## src/rtl/inst_fetch_unit_if.sv

```systemverilog
// Fetch-stage bus bundle.
// Groups the imem request/response channel, the branch/jump redirect inputs and the
// decode-side instruction channel of inst_fetch_unit.
//   master : the fetch unit (drives requests, instruction head, fetch_pc, proto_err)
//   slave  : the environment (imem, branch/jump resolution, decode)
interface inst_fetch_unit_if #(
  parameter int unsigned XLEN = 32
);
  // imem request channel
  logic            imem_req_valid;
  logic            imem_req_ready;
  logic [XLEN-1:0] imem_req_addr;
  // imem response channel (in request order, at most one per cycle)
  logic            imem_rsp_valid;
  logic [31:0]     imem_rsp_data;
  // redirects
  logic            br_valid;
  logic [XLEN-1:0] br_pc;
  logic [15:0]     br_imm;
  logic            jmp_valid;
  logic [XLEN-1:0] jmp_pc;
  logic [25:0]     jmp_idx;
  // decode channel
  logic            inst_valid;
  logic            inst_ready;
  logic [31:0]     inst_data;
  logic [XLEN-1:0] inst_pc;
  // status
  logic [XLEN-1:0] fetch_pc;
  logic            proto_err;

  modport master (
    output imem_req_valid, imem_req_addr, inst_valid, inst_data, inst_pc, fetch_pc,
           proto_err,
    input  imem_req_ready, imem_rsp_valid, imem_rsp_data, br_valid, br_pc, br_imm,
           jmp_valid, jmp_pc, jmp_idx, inst_ready
  );

  modport slave (
    input  imem_req_valid, imem_req_addr, inst_valid, inst_data, inst_pc, fetch_pc,
           proto_err,
    output imem_req_ready, imem_rsp_valid, imem_rsp_data, br_valid, br_pc, br_imm,
           jmp_valid, jmp_pc, jmp_idx, inst_ready
  );
endinterface

```

## src/rtl/inst_fetch_unit.sv

```systemverilog
// Instruction fetch unit.
// Owns the PC, issues pipelined imem requests over valid/ready, tags returned words with
// their PC and buffers them in an instruction queue that drains to decode as {inst, pc}.
// Branch/jump redirects flush the queue and turn every in-flight request into a word that
// is silently dropped when it returns.
// Ports:
//   clk  : clock, all state on the rising edge
//   rst  : asynchronous active-low reset
//   bus  : inst_fetch_unit_if.master (imem req/rsp, redirects, decode channel, status)
module inst_fetch_unit #(
  parameter int unsigned     XLEN            = 32,
  parameter logic [XLEN-1:0] RESET_VECTOR    = '0,
  parameter int unsigned     FQ_DEPTH        = 4,
  parameter int unsigned     MAX_OUTSTANDING = 2
) (
  input logic               clk,
  input logic               rst,
  inst_fetch_unit_if.master bus
);

  localparam int unsigned QW = (FQ_DEPTH > 1) ? $clog2(FQ_DEPTH) : 1;
  localparam int unsigned CW = $clog2(FQ_DEPTH + 1);
  localparam int unsigned OW = $clog2(MAX_OUTSTANDING + 1);
  localparam int unsigned PW = (MAX_OUTSTANDING > 1) ? $clog2(MAX_OUTSTANDING) : 1;

  logic [XLEN-1:0] fetch_pc_q, fetch_pc_d;
  logic [OW-1:0]   out_q, out_d;     // accepted-but-unanswered requests, doomed ones included
  logic [OW-1:0]   drop_q, drop_d;   // how many of those will be discarded on return
  logic [CW-1:0]   q_cnt_q, q_cnt_d;
  logic [QW-1:0]   q_wr_q, q_wr_d, q_rd_q, q_rd_d;
  logic [PW-1:0]   pf_wr_q, pf_wr_d, pf_rd_q, pf_rd_d;
  logic            proto_err_q, proto_err_d;
  logic            run_q;            // holds req_valid low for the first cycle out of reset

  logic [31:0]     q_inst [FQ_DEPTH];
  logic [XLEN-1:0] q_pc   [FQ_DEPTH];
  logic [XLEN-1:0] pf_mem [MAX_OUTSTANDING];  // issued addresses awaiting a live response

  logic            redirect, req_fire, rsp_ok, rsp_live, push, pop, q_nonempty, credit_ok;
  logic [XLEN-1:0] br_target, jmp_pc4, jmp_target, redirect_target;

  function automatic logic [PW-1:0] pf_inc(logic [PW-1:0] p);
    return (p == PW'(MAX_OUTSTANDING - 1)) ? '0 : p + 1'b1;
  endfunction

  // Redirect targets; jump wins when both are asserted.
  assign br_target       = bus.br_pc + XLEN'(4)
                         + {{(XLEN-18){bus.br_imm[15]}}, bus.br_imm, 2'b00};
  assign jmp_pc4         = bus.jmp_pc + XLEN'(4);
  assign jmp_target      = {jmp_pc4[XLEN-1:28], bus.jmp_idx, 2'b00};
  assign redirect        = bus.br_valid | bus.jmp_valid;
  assign redirect_target = bus.jmp_valid ? jmp_target : br_target;

  // Counting every in-flight request against queue space guarantees a slot for each
  // returning word, so a push never meets a full queue.
  assign credit_ok = (32'(q_cnt_q) + 32'(out_q)) < FQ_DEPTH;

  assign bus.imem_req_valid = run_q & ~redirect & (out_q < OW'(MAX_OUTSTANDING)) & credit_ok;
  assign bus.imem_req_addr  = fetch_pc_q;
  assign bus.fetch_pc       = fetch_pc_q;
  assign bus.proto_err      = proto_err_q;

  assign q_nonempty     = (q_cnt_q != '0);
  assign bus.inst_valid = q_nonempty & ~redirect;
  assign bus.inst_data  = q_nonempty ? q_inst[q_rd_q] : '0;
  assign bus.inst_pc    = q_nonempty ? q_pc[q_rd_q] : '0;

  assign req_fire = bus.imem_req_valid & bus.imem_req_ready;
  assign rsp_ok   = bus.imem_rsp_valid & (out_q != '0);
  assign rsp_live = rsp_ok & (drop_q == '0);
  assign push     = rsp_live & ~redirect;
  assign pop      = bus.inst_valid & bus.inst_ready;

  always_comb begin
    fetch_pc_d  = fetch_pc_q;
    out_d       = out_q + OW'(req_fire) - OW'(rsp_ok);
    drop_d      = drop_q;
    q_cnt_d     = q_cnt_q;
    q_wr_d      = q_wr_q;
    q_rd_d      = q_rd_q;
    pf_wr_d     = pf_wr_q;
    pf_rd_d     = pf_rd_q;
    proto_err_d = proto_err_q | (bus.imem_rsp_valid & (out_q == '0));

    if (req_fire) begin
      fetch_pc_d = fetch_pc_q + XLEN'(4);
      pf_wr_d    = pf_inc(pf_wr_q);
    end

    if (redirect) begin
      // Every request still in flight after this edge becomes a drop.
      fetch_pc_d = redirect_target;
      drop_d     = out_q - OW'(rsp_ok);
      q_cnt_d    = '0;
      q_wr_d     = '0;
      q_rd_d     = '0;
      pf_wr_d    = '0;
      pf_rd_d    = '0;
    end else begin
      if (rsp_ok && (drop_q != '0)) drop_d = drop_q - 1'b1;
      if (rsp_live) pf_rd_d = pf_inc(pf_rd_q);
      if (push) q_wr_d = q_wr_q + 1'b1;
      if (pop) q_rd_d = q_rd_q + 1'b1;
      q_cnt_d = q_cnt_q + CW'(push) - CW'(pop);
    end
  end

  always_ff @(posedge clk or negedge rst) begin
    if (!rst) begin
      fetch_pc_q  <= RESET_VECTOR;
      out_q       <= '0;
      drop_q      <= '0;
      q_cnt_q     <= '0;
      q_wr_q      <= '0;
      q_rd_q      <= '0;
      pf_wr_q     <= '0;
      pf_rd_q     <= '0;
      proto_err_q <= 1'b0;
      run_q       <= 1'b0;
    end else begin
      fetch_pc_q  <= fetch_pc_d;
      out_q       <= out_d;
      drop_q      <= drop_d;
      q_cnt_q     <= q_cnt_d;
      q_wr_q      <= q_wr_d;
      q_rd_q      <= q_rd_d;
      pf_wr_q     <= pf_wr_d;
      pf_rd_q     <= pf_rd_d;
      proto_err_q <= proto_err_d;
      run_q       <= 1'b1;
    end
  end

  // Storage needs no reset; occupancy is tracked by the counters and pointers above.
  always_ff @(posedge clk) begin
    if (push) begin
      q_inst[q_wr_q] <= bus.imem_rsp_data;
      q_pc[q_wr_q]   <= pf_mem[pf_rd_q];
    end
    if (req_fire) pf_mem[pf_wr_q] <= bus.imem_req_addr;
  end

endmodule

```

## src/flat_wrapper.sv

```systemverilog
// flat-port wrapper written by rule: the top's interface ports become plain ports
module inst_fetch_unit_flat 
#(
  parameter int unsigned     XLEN            = 32,
  parameter logic [XLEN-1:0] RESET_VECTOR    = '0,
  parameter int unsigned     FQ_DEPTH        = 4,
  parameter int unsigned     MAX_OUTSTANDING = 2
)
  (clk, rst, bus_imem_req_valid, bus_imem_req_addr, bus_inst_valid, bus_inst_data, bus_inst_pc, bus_fetch_pc, bus_proto_err, bus_imem_req_ready, bus_imem_rsp_valid, bus_imem_rsp_data, bus_br_valid, bus_br_pc, bus_br_imm, bus_jmp_valid, bus_jmp_pc, bus_jmp_idx, bus_inst_ready);
  inst_fetch_unit_if #(.XLEN(XLEN)) bus_i ();
  input logic clk;
  input logic rst;
  output wire logic [$bits(bus_i.imem_req_valid)-1:0] bus_imem_req_valid;
  output wire logic [$bits(bus_i.imem_req_addr)-1:0] bus_imem_req_addr;
  output wire logic [$bits(bus_i.inst_valid)-1:0] bus_inst_valid;
  output wire logic [$bits(bus_i.inst_data)-1:0] bus_inst_data;
  output wire logic [$bits(bus_i.inst_pc)-1:0] bus_inst_pc;
  output wire logic [$bits(bus_i.fetch_pc)-1:0] bus_fetch_pc;
  output wire logic [$bits(bus_i.proto_err)-1:0] bus_proto_err;
  input wire logic [$bits(bus_i.imem_req_ready)-1:0] bus_imem_req_ready;
  input wire logic [$bits(bus_i.imem_rsp_valid)-1:0] bus_imem_rsp_valid;
  input wire logic [$bits(bus_i.imem_rsp_data)-1:0] bus_imem_rsp_data;
  input wire logic [$bits(bus_i.br_valid)-1:0] bus_br_valid;
  input wire logic [$bits(bus_i.br_pc)-1:0] bus_br_pc;
  input wire logic [$bits(bus_i.br_imm)-1:0] bus_br_imm;
  input wire logic [$bits(bus_i.jmp_valid)-1:0] bus_jmp_valid;
  input wire logic [$bits(bus_i.jmp_pc)-1:0] bus_jmp_pc;
  input wire logic [$bits(bus_i.jmp_idx)-1:0] bus_jmp_idx;
  input wire logic [$bits(bus_i.inst_ready)-1:0] bus_inst_ready;
  assign bus_imem_req_valid = bus_i.imem_req_valid;
  assign bus_imem_req_addr = bus_i.imem_req_addr;
  assign bus_inst_valid = bus_i.inst_valid;
  assign bus_inst_data = bus_i.inst_data;
  assign bus_inst_pc = bus_i.inst_pc;
  assign bus_fetch_pc = bus_i.fetch_pc;
  assign bus_proto_err = bus_i.proto_err;
  assign bus_i.imem_req_ready = bus_imem_req_ready;
  assign bus_i.imem_rsp_valid = bus_imem_rsp_valid;
  assign bus_i.imem_rsp_data = bus_imem_rsp_data;
  assign bus_i.br_valid = bus_br_valid;
  assign bus_i.br_pc = bus_br_pc;
  assign bus_i.br_imm = bus_br_imm;
  assign bus_i.jmp_valid = bus_jmp_valid;
  assign bus_i.jmp_pc = bus_jmp_pc;
  assign bus_i.jmp_idx = bus_jmp_idx;
  assign bus_i.inst_ready = bus_inst_ready;
  inst_fetch_unit #(.XLEN(XLEN), .RESET_VECTOR(RESET_VECTOR), .FQ_DEPTH(FQ_DEPTH), .MAX_OUTSTANDING(MAX_OUTSTANDING)) u_core (.clk(clk), .rst(rst), .bus(bus_i));
endmodule
```

## config.mk

```make
export PLATFORM = sky130hd
export DESIGN_NAME = inst_fetch_unit_flat
export DESIGN_NICKNAME = d
export VERILOG_FILES = /design/src/rtl/inst_fetch_unit_if.sv /design/src/rtl/inst_fetch_unit.sv /design/src/flat_wrapper.sv
export SDC_FILE = /design/constraint.sdc
export NUM_CORES = 1
export LEC_CHECK = 0
export CORE_ASPECT_RATIO = 0.7
export CORE_UTILIZATION = 49
export CTS_CLUSTER_SIZE = 16
export DETAILED_ROUTE_END_ITERATION = 12
export PLACE_DENSITY = 0.84
export REMOVE_ABC_BUFFERS = 1
export SYNTH_ARGS = -nofsm -noshare
export SYNTH_HDL_FRONTEND = slang
export SYNTH_SLANG_ARGS = --single-unit
```

## constraint.sdc

```tcl
create_clock -name clk -period 3.7 [get_ports clk]
set_input_delay 0.555 -clock clk [delete_from_list [all_inputs] [get_ports clk]]
set_output_delay 0.555 -clock clk [all_outputs]
set_load 0.01 [all_outputs]
```

==> metrics.md, run 1 <==
| Metric | Value |
|---|---|
| Initial antenna violation count | 0 |
| CTS HTree Levels | 2 |
| Die width | around 230 µm |
| RSZ-0062 raised after global routing | false |
| Vias in the first global route | ~11000 |
| Routed vias | between 10000 and 15000 |
| Total power density per cell area | 468 nW/µm² |
| Most common cell after layout, fill and taps aside | edfxtp_1 |
| Cell taking the most area after synthesis | edfxtp_1 |
| Core area | 34000 µm² |
| Synth Flop Type | edfxtp_1 |
| Crit start category | primary input |
| Setup Fix Bufs, Post-CTS | 0 |
| Commonest cells after routing, fill and taps aside | 320 x edfxtp_1, 271 x clkdlybuf4s50_1, 68 x ha_1 |
| Fillers | 2476 |
| EDFF count, synth | 320 |
| Hold Vio Cnt, Final | 0 |
| Post-DRT Antenna Nets | 0 |
| Synth area leaders | edfxtp_1 56%, mux4_2 8.4%, dfrtp_1 6.9% |
| CTS root buffer | clkbuf_16 |
| Port Buffers | ~270 |
| Hold/Removal Path Class | primary input to asynchronous set/reset pin |
| Tmin final | 3460 ps |
| Max Root-Sink Buffers | 3 |
| First-iteration detailed-routing DRC count | 870 |
| Crit path required time | 4100 ps |
| Syn avg cell area | between 10 and 15 µm² |
| Worst slew margin | 37.9% |
| DRC | 0 |
| CTS Sinks | between 300 and 400 |
| Final worst slack | approximately 240 ps |
| Pre-CTS WS | -224 ps |
| Max frequency | 289 MHz |
| Wire length of the first global-routing pass | 62200 µm |
| Pin count of the biggest net entering global routing | 65 |
| Fraction of registers with async set/reset | 12.8% |
| Die area | approximately 36000 µm² |
| Clock Pin Slew Worst Setup and Hold Paths | 60 ps |
| Final period util | 93.5% |
| Routed wire length | between 40000 and 50000 µm |
| Rows | 56 |
| Status | finished, final reports clean |
| Total power | 10.2 mW |
| Cell variety after synth | 67 |
| Sequential area share after synthesis | roughly 63% |
| CTS tree | done |
| Final instance area | 21700 µm² |
| WP data arrival | 3850 ps |
| WL/cell | around 21 µm |
| Placed cell area | 20400 µm² |
| Die height | 159 µm |
| Worst-margin pin slew | 932 ps |
| Share of cells above drive strength 1 | between 10% and 20% |
| Placer Congestion | 0.924 |
| VDD IR max | 381 µV |
| Max Transition Viols Final | 0 |
| 1st-pass router iterations | 5 |
| Worst Skew | 23.0 ps |
| Non-filler cells in the finished layout | ~1900 |
| Yosys warns | 0 |
| Later-pin clock latency in the skew report | 530 ps |
| Post-DP HPWL | 26800 µm |
| All-layer global routing usage | 23.0% |
| LEAKAGE | between 7 and 8 nW |
| CP Launch Point | bus_br_imm[9] |
| Setup TNS | 0 ps |
| Initial Util | ~50% |
| Antenna Cells | 0 |
| Netlist Area Pre-Place | 17200 µm² |
| Inst Count DP | about 1900 |
| Max-cap viol count | 0 |
| CTS Buf Count | 36 |
| Crit Path Category | primary input to register |
| Kind of end point of the critical path | register |
| Setup violators final | 0 |
| Synth top area share | 56.0% |
| Global route overflow | 0 |
| Nets | 1645 |
| Yosys reg bits | 367 |
| Post-DR vias/cell | approximately 5.8 |
| Critical R2R Launch | u_core.q_cnt_q[1]$_DFF_PN0_ |
| Post-synthesis instance total | 1161 |
| Crit-path max FO | 5 |
| Area growth syn-to-layout | 26.7% |
| IO Pins | 276 |
==> logic make-up after synthesis <==
logic type	after synthesis	synth area share, %
and+or+nand+nor	281	8.49
buffers and inverters	112	3.30
DFF	367	62.9
muxes	104	11.0
xor gates and xnor gates	43	2.20
AOI/OAI and AO/OA	183	6.93
adders and majority gates	70	5.19
other	1	0.0219
==> critical path, stage by stage <==
cell and delay [ps]:
clkdlybuf4s50_1 440, ha_1 310, ha_1 360, inv_1 70
o41ai_1 380, nor3_1 100, buf_4 160, nor4b_1 600
nor3_1 280, xnor2_1 190, a221oi_1 320, a211oi_1 90
==> worst paths after layout <==
check	endpoint	slack [ps]	cells after the start
worst max-delay path	u_core.bus.fetch_pc[22]$_DFFE_PN0P_	240	12
worst max register to register	u_core.bus.fetch_pc[18]$_DFFE_PN0P_	700	9
worst min register to register	u_core.bus.proto_err$_DFF_PN0_	470	1
min in group clk	u_core.bus.proto_err$_DFF_PN0_	470	1
max in group asynchronous	u_core.q_rd_q[0]$_DFFE_PN0P_	2490	3
worst min-delay path	u_core.bus.proto_err$_DFF_PN0_	360	2
==> metrics by stage <==
step	hold slack [ps]	util, %
finish	355	63.9
global route	358	63.9
CTS	329	63.9
detailed placement	358	60.2
global placement	359	60.2
floorplan	259	-
==> registers in the layout, summed over array words and instances, names as in the netlist <==
register and cells:
u_core.bus.fetch_pc 32, u_core.pf_rd_q 1, u_core.out_q 2, u_core.q_pc 128, u_core.pf_mem 64, u_core.q_wr_q 2
u_core.q_inst 128, u_core.q_cnt_q 3, u_core.pf_wr_q 1, u_core.drop_q 2, u_core.bus.proto_err 1, u_core.q_rd_q 2
u_core.run_q 1
==> cells in the mapped netlist, types with 10 or more instances <==
library cell and count:
buf_4 32, clkbuf_1 39, a21o_1 21, and3_1 10, nor3_1 22, mux2_2 33, nor2_1 66, xor2_1 16
xnor2_1 27, a31oi_1 13, nand3_1 19, ha_1 68, inv_1 25, and2_1 71, dfrtp_1 47, nand4_1 18
o21ai_0 32, a21oi_1 53, edfxtp_1 320, mux4_2 64, nand2_1 48
==> routing by layer <==
metal / vias up / GRT usage, % / wire length, µm
met5: - / 0 / 0
li1: 4982 / - / -
met2: 522 / 37.8 / 19300
met1: 5593 / 32.0 / 17500
met4: 0 / 5.93 / 767
met3: 62 / 4.10 / 3120
==> timing repair <==
item,4_1_cts,5_1_grt
hold endpoints to repair,2,0
gates resized for setup,0,0
endpoints found under the setup margin,0,0
hold buffers,1,0
==> layout make-up <==
class                           instances  area [µm²]  area share, %
Timing Repair Buffer                  317        3170           14.6
Tap cell                              464         581           2.67
Sequential cell                       367       10800           49.7
Inverter                               26        97.6          0.449
Multi-Input combinational cell        682        5820           26.8
Clock buffer                           41         961           4.42
Clock inverter                         24         308           1.42
==> report_power, final <==
| group | leakage [nW] | total (mW) | internal, mW | switching (mW) |
|---|---|---|---|---|
| Clock | 0.617 | 3.91 | 2.37 | 1.54 |
| Sequential | 3.45 | 4.85 | 4.66 | 0.195 |
| Combinational | 3.60 | 1.41 | 0.729 | 0.683 |
| Total | 7.67 | 10.2 | 7.75 | 2.42 |
Note: power is estimated with default switching activity, not from simulation.
==> run 2: changes to the inputs <==
- CORE_ASPECT_RATIO: 0.7 -> 1.2
- GPL_TIMING_DRIVEN: default -> 0
- clock period: 3.7 -> 3.1 ns (I/O delays scaled with it)
==> run 2 against run 1 <==
Effect of this change:
- routed wire length shrank 6.4%
- critical path depth shrank 7
- total power grew 14%
- first-iteration DRC count shrank 10%
- clock skew shrank 1.9 ps
- sequential cell count is the same
- critical path type is now register to output pin
- die area is essentially flat
- highest routed layer unchanged
- critical endpoint is now bus_inst_pc[31]
- largest cell class unchanged
==> metrics.md, run 2 (synthesis results as in run 1) <==
| Metric | Value |
|---|---|
| Area of the multi-input gates | a little under 6000 µm² |
| WP data arrival | 2540 ps |
| Top flop regs | u_core.q_inst: 128 flops, u_core.q_pc: 128 flops, u_core.pf_mem: 64 flops |
| CTS root buffer | clkbuf_16 |
| Global route overflow | 0 |
| CP Launch Point | u_core.q_rd_q[0]$_DFFE_PN0P_ |
| VDD IR max | roughly 320 µV |
| Crit start category | register |
| CTS Sinks | 367 |
| Crit Path Category | register to output pin |
| Switch share | 23.8% |
| Initial Util | approximately half |
| Initial antenna violation count | 0 |
| Worst-margin pin slew | 965 ps |
| DRC | 0 |
| Rows | between 70 and 80 |
| Post-DP HPWL | 24700 µm |
| CTS Buf Count | 34 |
| Internal cell power | about 8.8 mW |
| Worst Skew | 21.0 ps |
| LEAKAGE | 7.51 nW |
| Clock Pin Slew Worst Setup and Hold Paths | around 70 ps |
| All-layer global routing usage | 20.9% |
| Comb power frac | 14.1% |
| Area growth syn-to-layout | 26.0% |
| First-iteration detailed-routing DRC count | 780 |
| Later-pin clock latency in the skew report | roughly 530 ps |
| Max Transition Viols Final | 0 |
| Hold/Removal Path Class | primary input to asynchronous set/reset pin |
| Max frequency | 333 MHz |
| Die height | 207 µm |
| Final instance area | 21600 µm² |
| Setup TNS | 0 ps |
| Inst Count DP | 1813 |
| Final period util | ~97% |
| Port Buffers | roughly 270 |
| FF-to-FF End | u_core.bus.fetch_pc[17]$_DFFE_PN0P_ |
| Crit-path max FO | 13 |
| IO Pins | 276 |
| Hold Vio Cnt, Final | 0 |
| Kind of end point of the critical path | output pin |
| Nets | 1616 |
| Non-filler cells in the finished layout | 1882 |
| R2R cell count | 10 |
| Tmin final | 3000 ps |
| Fillers | 2471 |
| Total power | 11.6 mW |
| Worst slew margin | 35.4% |
| Core area | 34300 µm² |
| Clock share of power | 35.9% |
| Total power density per cell area | 536 nW/µm² |
| Routed wire length | 38100 µm |
| Share of cells above drive strength 1 | 14.4% |
| CTS HTree Levels | 2 |
| Status | finished, final reports clean |
| Pin count of the biggest net entering global routing | 62 |
| P_sw | 2.76 mW |
| Setup violators final | 0 |
| R2r setup slk | about 230 ps |
| Register area | 10800 µm² |
| Commonest cells after routing, fill and taps aside | 320 x edfxtp_1, 268 x clkdlybuf4s50_1, 67 x and2_1 |
| Die area | 35800 µm² |
| Crit path required time | between 2000 and 3000 ps |
| Most common cell after layout, fill and taps aside | edfxtp_1 |
| Max-cap viol count | 0 |
| Critical R2R Launch | u_core.q_cnt_q[1]$_DFF_PN0_ |
| Post-DR vias/cell | between 5 and 6 |
| Reg power frac | between 40% and 50% |
| WL/cell | 20.2 µm |
| Antenna Cells | 0 |
| CTS tree | done |
| Vias in the first global route | about 11000 |
| Post-DRT Antenna Nets | 0 |
| Routed vias | 10697 |
| Placed cell area | 20200 µm² |
| Hold_ws | 350 ps |
| Die width | about 170 µm |
| Max Root-Sink Buffers | 3 |
| 1st-pass router iterations | 5 |
| Crit path to | bus_inst_pc[31] |
| Placer Congestion | 0.842 |
| Wire length of the first global-routing pass | 58200 µm |
## run 2: cell count changes in the layout (fill, tap and decap cells not counted), moves of 3 or more
cell and delta:
buf_4 -31, buf_16 +7, buf_12 -5, ha_1 -5, bufinv_16 -3, clkdlybuf4s50_1 -3, clkinv_1 +3, clkinv_2 -3
ha_4 +3, nor3_1 -3, or3_4 +3
## run 2: metrics by stage
| stage | setup slack [ps] | utilization [%] |
|---|---|---|
| after floorplan | -803 | - |
| after global placement | -3200 | 58.3 |
| after detailed placement | -1250 | 59.0 |
| after CTS | 31.4 | 62.7 |
| after global routing | -39.0 | 63.1 |
| final | 95.7 | 63.1 |
## run 2: power by group through the flow
stage | combinational, mW | clock [mW] | sequential, mW
after floorplan | 0.804 | 0 | 5.86
after global placement | 1.52 | 0 | 5.87
after detailed placement | 1.57 | 0 | 5.88
after CTS | 1.61 | 4.22 | 5.77
after global routing | 1.79 | 4.40 | 5.80
final | 1.64 | 4.16 | 5.78
## run 2: worst min path at each step
stage,from,to,slack (ps),cells past startpoint
after floorplan,rst,u_core.bus.fetch_pc[0]$_DFFE_PN0P_,170,0
after global placement,u_core.bus.proto_err$_DFF_PN0_,u_core.bus.proto_err$_DFF_PN0_,440,1
after detailed placement,rst,u_core.q_rd_q[1]$_DFFE_PN0P_,360,1
after CTS,rst,u_core.q_wr_q[0]$_DFFE_PN0P_,350,2
after global routing,rst,u_core.out_q[1]$_DFF_PN0_,350,2
final,rst,u_core.q_wr_q[0]$_DFFE_PN0P_,350,2
## run 2: layer usage
| layer | share of wire (%) | vias to the layer above | GRT usage, % | wire (µm) |
|---|---|---|---|---|
| met1 | 41 | 5296 | 26.0 | 15500 |
| met2 | 52 | 393 | 38.1 | 19900 |
| met3 | 4.8 | 80 | 2.31 | 1840 |
| met5 | 0 | - | 0 | 0 |
| met4 | 2.4 | 0 | 7.14 | 898 |
| li1 | - | 4928 | - | - |
## run 2: what timing repair did
action | CTS | global route
gates cloned | 0 | 1
hold endpoints to repair | 9 | 0
hold buffers | 1 | 0
pin swaps | 1 | 7
buffers inserted | 4 | 2
resized for setup | 19 | 20
setup endpoints to repair | 364 | 11
## run 2: worst max-delay path, cell delays in order, from the launching register on
cell and delay [ps]:
dfrtp_4 500, buf_8 160, buf_16 180, mux4_2 520, and2_1 180, clkdlybuf4s50_1 470
## run 2: area by class of cell
type                       instances  share of cell area [%]
tap                              456                    2.64
timing repair buffer             290                    14.2
clock inverter                    22                    1.05
sequential                       367                    49.9
inverter                          26                   0.469
multi-input combinational        682                    27.6
clock buffer                      39                    4.12
